==> config.mk <==
export PLATFORM = sky130hd
export DESIGN_NAME = int_divider_seq
export DESIGN_NICKNAME = d
export VERILOG_FILES = /design/src/rtl/int_div_pkg.sv /design/src/rtl/div_step.sv /design/src/rtl/int_divider_seq.sv
export SDC_FILE = /design/constraint.sdc
export NUM_CORES = 1
export LEC_CHECK = 0
export ABC_AREA = 1
export BUFFER_PORTS_ARGS = -buffer_cell sky130_fd_sc_hd__buf_2
export CAP_MARGIN = 15
export CORE_ASPECT_RATIO = 2
export CORE_UTILIZATION = 40
export CTS_CLUSTER_SIZE = 28
export DETAILED_ROUTE_END_ITERATION = 6
export PLACE_DENSITY = 0.62
export SLEW_MARGIN = 20
export SYNTH_ARGS = -nofsm -noshare
export SYNTH_HDL_FRONTEND = slang
export SYNTH_SLANG_ARGS = --single-unit
==> constraint.sdc <==
create_clock -name clk -period 8.3 [get_ports clk]
set_input_delay 1.245 -clock clk [delete_from_list [all_inputs] [get_ports clk]]
set_output_delay 1.245 -clock clk [all_outputs]
set_load 0.03 [all_outputs]
==> src/rtl/int_div_pkg.sv <==
// Shared types and sizing helpers for the sequential integer divider.
package int_div_pkg;

    typedef enum logic [1:0] {
        IDLE = 2'd0,
        RUN  = 2'd1,
        FIX  = 2'd2
    } state_e;

    // Counter must hold WIDTH-1 and still have headroom for the increment.
    function automatic int unsigned cnt_width(input int unsigned width);
        return 32'($clog2(width)) + 32'd1;
    endfunction

endpackage

==> src/rtl/div_step.sv <==
// One restoring division iteration: shift in the next dividend bit, trial-subtract the divisor.
module div_step #(
    parameter int unsigned WIDTH = 32
) (
    input  logic [WIDTH-1:0] rem_i,
    input  logic [WIDTH-1:0] q_i,
    input  logic [WIDTH-1:0] dvs_i,
    output logic [WIDTH-1:0] rem_o,
    output logic [WIDTH-1:0] q_o,
    output logic             qbit_o
);

    logic [WIDTH:0] shifted;
    logic [WIDTH:0] diff;

    always_comb begin
        shifted = {rem_i, q_i[WIDTH-1]};
        diff    = shifted - {1'b0, dvs_i};
        qbit_o  = ~diff[WIDTH];
        rem_o   = qbit_o ? diff[WIDTH-1:0] : shifted[WIDTH-1:0];
        q_o     = {q_i[WIDTH-2:0], 1'b0};
    end

endmodule

==> src/rtl/int_divider_seq.sv <==
// Sequential restoring divider: one quotient bit per clock, start/busy/done handshake,
// optional signed mode and divide-by-zero reporting.
module int_divider_seq
    import int_div_pkg::*;
#(
    parameter int unsigned WIDTH     = 32,
    parameter bit          SIGNED_EN = 1'b1
) (
    input  logic             clk,
    input  logic             rst,
    input  logic             start,
    input  logic             signed_op,
    input  logic [WIDTH-1:0] dividend,
    input  logic [WIDTH-1:0] divisor,
    output logic             busy,
    output logic             done,
    output logic [WIDTH-1:0] quotient,
    output logic [WIDTH-1:0] remainder,
    output logic             div_by_zero
);

    localparam int unsigned CNT_W = cnt_width(WIDTH);

    state_e             state_q, state_d;
    logic [CNT_W-1:0]   cnt_q, cnt_d;
    logic [WIDTH-1:0]   acc_q, acc_d;
    logic [WIDTH-1:0]   quo_w_q, quo_w_d;
    logic [WIDTH-1:0]   dvs_q, dvs_d;
    logic [WIDTH-1:0]   dvd_q, dvd_d;
    logic               negq_q, negq_d;
    logic               negr_q, negr_d;
    logic               zero_q, zero_d;
    logic               busy_q, busy_d;
    logic               done_q, done_d;
    logic [WIDTH-1:0]   quot_q, quot_d;
    logic [WIDTH-1:0]   rmdr_q, rmdr_d;
    logic               dbz_q, dbz_d;

    logic               sgn_c;
    logic               dvd_neg_c, dvs_neg_c;
    logic [WIDTH-1:0]   dvd_mag_c, dvs_mag_c;
    logic [WIDTH-1:0]   step_rem, step_q;
    logic               step_qbit;
    logic               accept_c;

    assign accept_c = start & ~busy_q;

    // Operand signs and magnitudes; SIGNED_EN=0 folds all of this away.
    always_comb begin
        sgn_c     = signed_op & SIGNED_EN;
        dvd_neg_c = sgn_c & dividend[WIDTH-1];
        dvs_neg_c = sgn_c & divisor[WIDTH-1];
        dvd_mag_c = dvd_neg_c ? -dividend : dividend;
        dvs_mag_c = dvs_neg_c ? -divisor  : divisor;
    end

    div_step #(.WIDTH(WIDTH)) u_step (
        .rem_i  (acc_q),
        .q_i    (quo_w_q),
        .dvs_i  (dvs_q),
        .rem_o  (step_rem),
        .q_o    (step_q),
        .qbit_o (step_qbit)
    );

    always_ff @(posedge clk or posedge rst) begin
        if (rst) state_q <= IDLE;
        else     state_q <= state_d;
    end

    always_comb begin
        state_d = state_q;
        case (state_q)
            IDLE:    if (accept_c) state_d = RUN;
            RUN:     if (cnt_q == CNT_W'(WIDTH - 1)) state_d = FIX;
            FIX:     state_d = IDLE;
            default: state_d = IDLE;
        endcase
    end

    // Datapath and output next-state; done defaults low so it only pulses.
    always_comb begin
        cnt_d   = cnt_q;
        acc_d   = acc_q;
        quo_w_d = quo_w_q;
        dvs_d   = dvs_q;
        dvd_d   = dvd_q;
        negq_d  = negq_q;
        negr_d  = negr_q;
        zero_d  = zero_q;
        busy_d  = busy_q;
        done_d  = 1'b0;
        quot_d  = quot_q;
        rmdr_d  = rmdr_q;
        dbz_d   = dbz_q;
        case (state_q)
            IDLE: begin
                if (accept_c) begin
                    cnt_d   = '0;
                    acc_d   = '0;
                    quo_w_d = dvd_mag_c;
                    dvs_d   = dvs_mag_c;
                    dvd_d   = dividend;
                    negq_d  = dvd_neg_c ^ dvs_neg_c;
                    negr_d  = dvd_neg_c;
                    zero_d  = (divisor == '0);
                    busy_d  = 1'b1;
                end
            end
            RUN: begin
                acc_d   = step_rem;
                quo_w_d = step_q | {{(WIDTH-1){1'b0}}, step_qbit};
                cnt_d   = cnt_q + CNT_W'(1);
            end
            FIX: begin
                busy_d = 1'b0;
                done_d = 1'b1;
                dbz_d  = zero_q;
                if (zero_q) begin
                    quot_d = '1;
                    rmdr_d = dvd_q;
                end else begin
                    quot_d = negq_q ? -quo_w_q : quo_w_q;
                    rmdr_d = negr_q ? -acc_q   : acc_q;
                end
            end
            default: ;
        endcase
    end

    always_ff @(posedge clk or posedge rst) begin
        if (rst) begin
            cnt_q   <= '0;
            acc_q   <= '0;
            quo_w_q <= '0;
            dvs_q   <= '0;
            dvd_q   <= '0;
            negq_q  <= 1'b0;
            negr_q  <= 1'b0;
            zero_q  <= 1'b0;
            busy_q  <= 1'b0;
            done_q  <= 1'b0;
            quot_q  <= '0;
            rmdr_q  <= '0;
            dbz_q   <= 1'b0;
        end else begin
            cnt_q   <= cnt_d;
            acc_q   <= acc_d;
            quo_w_q <= quo_w_d;
            dvs_q   <= dvs_d;
            dvd_q   <= dvd_d;
            negq_q  <= negq_d;
            negr_q  <= negr_d;
            zero_q  <= zero_d;
            busy_q  <= busy_d;
            done_q  <= done_d;
            quot_q  <= quot_d;
            rmdr_q  <= rmdr_d;
            dbz_q   <= dbz_d;
        end
    end

    assign busy        = busy_q;
    assign done        = done_q;
    assign quotient    = quot_q;
    assign remainder   = rmdr_q;
    assign div_by_zero = dbz_q;

endmodule

==> flow_metrics.env, run 1 <==
export IMPL_outcome="finished clean"
export IMPL_grt_max_degree=95
export IMPL_syn_mean_instance_area_um2=6.53
export IMPL_detailedRoute_firstPassIterationCount=5
export IMPL_hold_ws_ns=0.461
export IMPL_synth_largest_type_area_fraction_pct=35.4
export IMPL_startpoint_type="flop"
export IMPL_area_growth_pct=12.2
export IMPL_p_leak_uw=0.00894
export IMPL_die_height_um=272
export IMPL_timing_max_transition_violations_final=0
export IMPL_finalWeightedCongestion=1.02
export IMPL_critical_path_slowest_cell="dfrtp_1"
export IMPL_cp_data_required_time_ns=8.72
export IMPL_critPathMostFrequentCell="nand2_1"
export IMPL_clock_skew_final_ns=0.0305
export IMPL_stdcell_count=2790
export IMPL_worst_min_delay_path_category="flop to flop"
export IMPL_relSlewSlack_pct=31.8
export IMPL_critPathArrivalTime_ns=3.55
export IMPL_synthesis_yosys_warnings=0
export IMPL_hold_end="state_q[1]"
export IMPL_number_of_instances_in_the_synthesized_netlist=2229
export IMPL_syn_cell_area_um2=14600
export IMPL_clkSlewWorstSetupHoldPaths_ns=0.07
export IMPL_detail_route_drc_violations=0
export IMPL_unrepaired_setup_endpoints_after_global_routing="no"
export IMPL_cts_post_setup_buffers_inserted=0
export IMPL_synth_seq_area_share_pct=35.4
export IMPL_synth_ff_type="dfrtp_1"
export IMPL_cp_max_fo=20
export IMPL_cts_root_buf="clkbuf_16"
export IMPL_floorplan_rows=98
export IMPL_synth_largest_area_cell="dfrtp_1"
export IMPL_netlist_top_cells_area="dfrtp_1, nand2_1, inv_1"
export IMPL_ctsResizeCount=0
export IMPL_setup_viol=0
export IMPL_achievable_frequency_mhz=320
export IMPL_clkSinkCount=206
export IMPL_grt_pass1_wl_um=78500
export IMPL_num_antenna_cells=0
export IMPL_postSynth_asyncResetShare_pct=100
export IMPL_layout_min_cycle_time_ns=3.12
export IMPL_finish_net_count=2431
export IMPL_hold_path_depth=1
export IMPL_layout_drive_gt1_share_pct=9.57
export IMPL_max_clock_buf_depth=3
export IMPL_worstSetupEndpointType="flop"
export IMPL_grt_pass1_vias=14500
export IMPL_starting_drc_count_in_detailed_routing=767
export IMPL_io_pin_count=135
export IMPL_setup_worst_path_class="flop to flop"
export IMPL_effective_utilization_at_floorplan_pct=40.7
export IMPL_drtAntennaViolNets=0
export IMPL_io_buffer_count=134
export IMPL_critical_path_max_stage_delay_ns=0.59
export IMPL_antenna_violations_before_repair=0
export IMPL_timing_max_cap_violations=0
export IMPL_htree_num_levels=1
export IMPL_worstReg2RegEnd="acc_q[23]"
export IMPL_p_per_cell_area_nw_per_um2=432
export IMPL_synthesis_nets=2335
export IMPL_dp_hpwl_um=40900
export IMPL_regToRegSetupSlack_ns=5.18
export IMPL_cts_stage_hold_buffer_count=0
export IMPL_vias_per_cell=5.26
export IMPL_synth_edff_count=0
export IMPL_tritoncts="built"
export IMPL_min_from="cnt_q[5]"
export IMPL_vdd_drop_max_mv=0.225
export IMPL_die_area_um2=37200
export IMPL_synth_commonest_cells="nand2_1, inv_1, nand3_1"
export IMPL_fin_tns_setup_ns=0
export IMPL_layout_setup_ws_ns=5.18
export IMPL_r2r_cells=17
export IMPL_final_hold_viol_count=0
export IMPL_routed_wl_um=50800
export IMPL_grt_use_total_pct=27.8
export IMPL_synth_cell_types=46
export IMPL_synthMostInstantiatedCell="nand2_1"
export IMPL_crit_reg2reg_launch="quo_w_q[31]"
export IMPL_cp_cell_sequence="inv_1, ha_1, fa_1, inv_1, nand2_1, nand2_1, nand3_1, nand2_2, nand2_1, nand2_2, nand2_4, nand2_4, nand2_4, nand2_2, nand2_1, nand3_1, nand2_1"
export IMPL_avgRoutedWirePerCell_um=18.2
export IMPL_least_margin_pin_slew_ns=1.02
export IMPL_placement_setup_worst_slack_ns=4.91
export IMPL_area_of_the_core_region_um2=35800
export IMPL_grt_overflow_total=0
export IMPL_dpl_cell_count=2752
export IMPL_route_vias_total=14700
export IMPL_ys_seq_elements=206
export IMPL_worst_skew_pair_late_latency_ns=0.53
export IMPL_cts_buffers_inserted=21
export IMPL_final_cycle_share_pct=37.6
export IMPL_fp_dieW_um=137
==> report_power, final <==
| part | switching [uW] | internal (uW) | leakage (uW) | total, uW |
|---|---|---|---|---|
| registers | 348 | 1420 | 0.00262 | 1770 |
| logic | 2890 | 1380 | 0.00596 | 4270 |
| clock network | 420 | 597 | 0.000358 | 1020 |
==> placed cells by master (no fill, tap or decap), drive strengths merged, types with 6 or more instances in the layout <==
| cell type | Yosys | final |
|---|---|---|
| nand4 | 32 | 32 |
| o21bai | 9 | 9 |
| nand3b | 15 | 15 |
| o31ai | 6 | 6 |
| or2 | 6 | 6 |
| o22ai | 30 | 30 |
| clkinv | 3 | 7 |
| inv | 344 | 346 |
| nand2 | 704 | 704 |
| nand3 | 220 | 220 |
| xnor2 | 11 | 11 |
| xor2 | 43 | 43 |
| o211ai | 11 | 11 |
| clkbuf | 52 | 28 |
| buf | 24 | 149 |
| nor2 | 196 | 196 |
| ha | 37 | 37 |
| a31oi | 20 | 20 |
| nor4 | 6 | 6 |
| o221ai | 12 | 12 |
| nor3 | 27 | 27 |
| a21oi | 76 | 76 |
| o21ai | 127 | 127 |
| dfrtp | 206 | 206 |
==> layer usage <==
layer  share of wire [%]  GRT usage, %  wire length, um
met5                   0             0                0
met4                 9.4          22.9             4760
met3                 2.8          1.99             1440
met2                  54          53.0            27600
met1                  33          26.2            16900
==> cell type report <==
| cell class | instances | area [um2] |
|---|---|---|
| Inverter | 347 | 1310 |
| Clock buffer | 28 | 592 |
| Clock inverter | 10 | 135 |
| Sequential cell | 206 | 5150 |
| Multi-Input combinational cell | 1600 | 7800 |
| Timing Repair Buffer | 149 | 783 |
| Tap cell | 450 | 563 |
| Fill cell | 3772 | 19500 |
==> per-stage QoR <==
step	cell area [um2]	total power (uW)	util, %
finish	16300	7060	45.6
global route	16300	7700	45.6
CTS	16300	7080	45.6
detailed placement	15600	6040	43.6
global placement	15600	5980	43.6
floorplan	14600	4830	-
==> logic make-up after synthesis <==
family,count (synthesis),synth area share [%]
adder cells (fa/ha/maj),38,3.32
AO/OA/AOI/OAI,298,11.7
flip-flops,206,35.4
XOR/XNOR,54,3.25
buffers and inverters,423,11.2
AND/OR/NAND/NOR,1210,35.2
==> worst max-delay path by stage <==
stage / startpoint / endpoint / slack (ns) / depth (start not counted)
after global placement: signed_op / quo_w_q[26] / 4.93 / 9
after CTS: quo_w_q[31] / acc_q[23] / 5.15 / 17
after detailed placement: signed_op / quo_w_q[26] / 4.91 / 9
after global routing: quo_w_q[31] / acc_q[23] / 4.98 / 17
after floorplan: rst / acc_q[0] / 1.43 / 1
final: quo_w_q[31] / acc_q[23] / 5.18 / 17
==> state kept, by name, summed over array words and instances, names as in the netlist <==
signal	count
negr_q	1
dvd_q	32
remainder	32
done	1
quo_w_q	32
zero_q	1
acc_q	32
quotient	32
state_q	2
busy	1
negq_q	1
div_by_zero	1
dvs_q	32
cnt_q	6
==> critical path, delay by kind of cell, from the launching register on <==
kind          cells  cell delay [ns]
simple gates     13             1.52
fa+ha+maj         2             0.66
buf+inv           2             0.23
flops             1             0.59
Note: power is estimated with default switching activity, not from simulation.
==> inputs of run 2 (changes only) <==
ABC_AREA = 0   (was 1)
PLACE_DENSITY = 0.63   (was 0.62)
clock period = 3 ns   (was 8.3 ns; I/O delays follow)
==> flow_metrics.env, run 2 <==
export IMPL_outcome="finished clean"
export IMPL_grt_overflow_total=0
export IMPL_final_cycle_share_pct=96.7
export IMPL_tritoncts="built"
export IMPL_avgRoutedWirePerCell_um=16.7
export IMPL_htree_num_levels=1
export IMPL_floorplan_rows=92
export IMPL_number_of_instances_in_the_synthesized_netlist=1518
export IMPL_grt_use_total_pct=22.0
export IMPL_finish_net_count=1819
export IMPL_relSlewSlack_pct=41.1
export IMPL_synth_largest_area_cell="dfrtp_1"
export IMPL_achievable_frequency_mhz=345
export IMPL_most_frequent_standard_cell_in_the_layout_excluding_fill_and_tap_cells="nand2_1"
export IMPL_worst_min_delay_path_category="input pin to flop"
export IMPL_detailedRoute_firstPassIterationCount=4
export IMPL_final_hold_viol_count=0
export IMPL_netlist_top_cells_area="dfrtp_1, nand2_1, o21ai_0"
export IMPL_worst_skew_pair_late_latency_ns=0.51
export IMPL_die_area_um2=32800
export IMPL_dp_hpwl_um=28100
export IMPL_setup_viol=0
export IMPL_vdd_drop_max_mv=0.414
export IMPL_fp_dieW_um=129
export IMPL_synth_cell_types=68
export IMPL_grt_pass1_wl_um=57200
export IMPL_antenna_violations_before_repair=0
export IMPL_io_pin_count=135
export IMPL_worstSetupEndpointType="flop"
export IMPL_critical_path_max_stage_delay_ns=0.45
export IMPL_vias_per_cell=5.35
export IMPL_filler_cell_count=3191
export IMPL_p_leak_uw=0.00717
export IMPL_hold_ws_ns=0.177
export IMPL_detail_route_drc_violations=0
export IMPL_setup_worst_path_class="flop to flop"
export IMPL_synthesis_yosys_warnings=0
export IMPL_timing_max_transition_violations_final=0
export IMPL_synth_edff_count=0
export IMPL_p_per_cell_area_nw_per_um2=1130
export IMPL_cp_max_fo=7
export IMPL_grt_max_degree=70
export IMPL_placement_setup_worst_slack_ns=-0.165
export IMPL_drtAntennaViolNets=0
export IMPL_cp_data_required_time_ns=3.39
export IMPL_synthesis_nets=1624
export IMPL_fin_tns_setup_ns=0
export IMPL_startpoint_type="flop"
export IMPL_layout_drive_gt1_share_pct=19.6
export IMPL_dpl_cell_area_um2=14700
export IMPL_effective_utilization_at_floorplan_pct=40.6
export IMPL_critical_path_slowest_cell="or3_4"
export IMPL_route_vias_total=11500
export IMPL_layout_cells_most_common_list="nand2_1, dfrtp_1, o21ai_0, buf_2, buf_4"
export IMPL_layout_min_cycle_time_ns=2.90
export IMPL_clkSlewWorstSetupHoldPaths_ns=0.06
export IMPL_clock_skew_final_ns=0.0124
export IMPL_layout_setup_ws_ns=0.0988
export IMPL_synth_largest_type_area_fraction_pct=40.2
export IMPL_ys_seq_elements=206
export IMPL_cts_buffers_inserted=20
export IMPL_io_buffer_count=134
export IMPL_die_height_um=255
export IMPL_multi_input_gate_area_um2=7250
export IMPL_ff_latch_area_um2=5160
export IMPL_finalInstanceArea_um2=15500
export IMPL_synth_seq_area_share_pct=40.2
export IMPL_synthMostInstantiatedCell="nand2_1"
export IMPL_cp_num_buf_inv=2
export IMPL_num_antenna_cells=0
export IMPL_cp_cell_sequence="ha_1, nand2_1, o211ai_1, a211oi_2, buf_4, o211ai_1, o31ai_4, or3_4, buf_4, mux2i_1, a21o_1"
export IMPL_grt_pass1_vias=11300
export IMPL_finalWeightedCongestion=0.921
export IMPL_critical_path_top_delay_family="compound AO/OA/AOI/OAI gates"
export IMPL_critPathArrivalTime_ns=3.29
export IMPL_least_margin_pin_slew_ns=0.883
export IMPL_synth_commonest_cells="nand2_1, dfrtp_1, o21ai_0"
export IMPL_area_of_the_core_region_um2=31500
export IMPL_synth_ff_type="dfrtp_1"
export IMPL_starting_drc_count_in_detailed_routing=494
export IMPL_syn_mean_instance_area_um2=8.44
export IMPL_routed_wl_um=35800
export IMPL_area_growth_pct=21.0
export IMPL_cts_root_buf="clkbuf_16"
export IMPL_postSynth_asyncResetShare_pct=100
export IMPL_max_clock_buf_depth=3
export IMPL_clkSinkCount=206
export IMPL_syn_cell_area_um2=12800
export IMPL_unrepaired_setup_endpoints_after_global_routing="yes"
export IMPL_timing_max_cap_violations=0
-- run 2: changes by cell type in the layout (fill, tap and decap cells not counted), sizes merged, moves of 48 or more --
| cell | previous run | this run |
|---|---|---|
| inv | 346 | 56 |
| nand2 | 704 | 230 |
| nand3 | 220 | 34 |
| o21ai | 127 | 175 |
| buf | 149 | 260 |
| nor2 | 196 | 112 |
-- run 2: logic make-up (layout without fill, tap and decap cells) --
kind of cell | after synthesis | after routing | share of synthesized area (%)
fa+ha+maj | 38 | 38 | 3.77
flops | 206 | 206 | 40.2
simple gates | 507 | 507 | 18.2
xor+xnor | 137 | 137 | 9.37
mux | 37 | 37 | 2.92
buf+inv | 145 | 350 | 4.33
compound gates | 448 | 448 | 21.1
-- run 2: cell type report --
type	instances	share of cell area [%]
clock buffer	26	3.64
timing repair buffer	261	10.9
multi-input combinational	1167	46.8
tap	423	3.42
inverter	57	1.40
clock inverter	6	0.549
sequential	206	33.3
-- run 2: final timing paths --
kind,from,endpoint,slack [ns],cells after the start
setup / recovery,acc_q[18],acc_q[1],0.1,11
max in group asynchronous,rst,acc_q[9],1.49,5
setup reg to reg,acc_q[18],acc_q[1],0.1,11
min in group asynchronous,rst,remainder[19],0.47,3
hold reg to reg,quotient[0],quotient[0],0.46,2
hold / removal,divisor[30],zero_q,0.18,2
-- run 2: routing by layer --
| metal | vias up | routed length [um] | global-route usage [%] |
|---|---|---|---|
| li1 | 5733 | - | - |
| met1 | 5462 | 13500 | 23.0 |
| met2 | 218 | 19900 | 43.5 |
| met3 | 75 | 1010 | 1.92 |
| met4 | 0 | 1510 | 9.82 |
| met5 | - | 0 | 0 |
-- run 2: worst register-to-register path, stage by stage, from the launching register on --
cell and delay (ns):
dfrtp_1 0.41, ha_1 0.33, nand2_1 0.09, o211ai_1 0.29
a211oi_2 0.14, buf_4 0.15, o211ai_1 0.26, o31ai_4 0.15
or3_4 0.45, buf_4 0.20, mux2i_1 0.12, a21o_1 0.18
-- run 2: power breakdown --
part	internal [uW]	switching [uW]	leakage (uW)
sequential	3890	911	0.00257
combinational	4330	5810	0.00429
clock	1490	1100	0.000313
total	9710	7820	0.00717
-- run 2: stage by stage --
stage / power [uW] / instances / util (%)
6_report: 17500 / 2146 / 49.1
5_1_grt: 18800 / 2146 / 49.1
4_1_cts: 17500 / 2146 / 48.8
3_5_place_dp: 14800 / 2113 / 46.7
3_3_place_gp: 14600 / 2113 / 46.7
2_1_floorplan: 11200 / 1518 / -
-- run 2: repair_timing --
| action | in CTS | in global routing |
|---|---|---|
| hold buffers | 1 | 0 |
| setup endpoints to repair | 17 | 30 |
| buffers inserted | 0 | 0 |
| endpoints found under the hold margin | 12 | 0 |
| pin swaps | 2 | 2 |
| resized for setup | 5 | 20 |
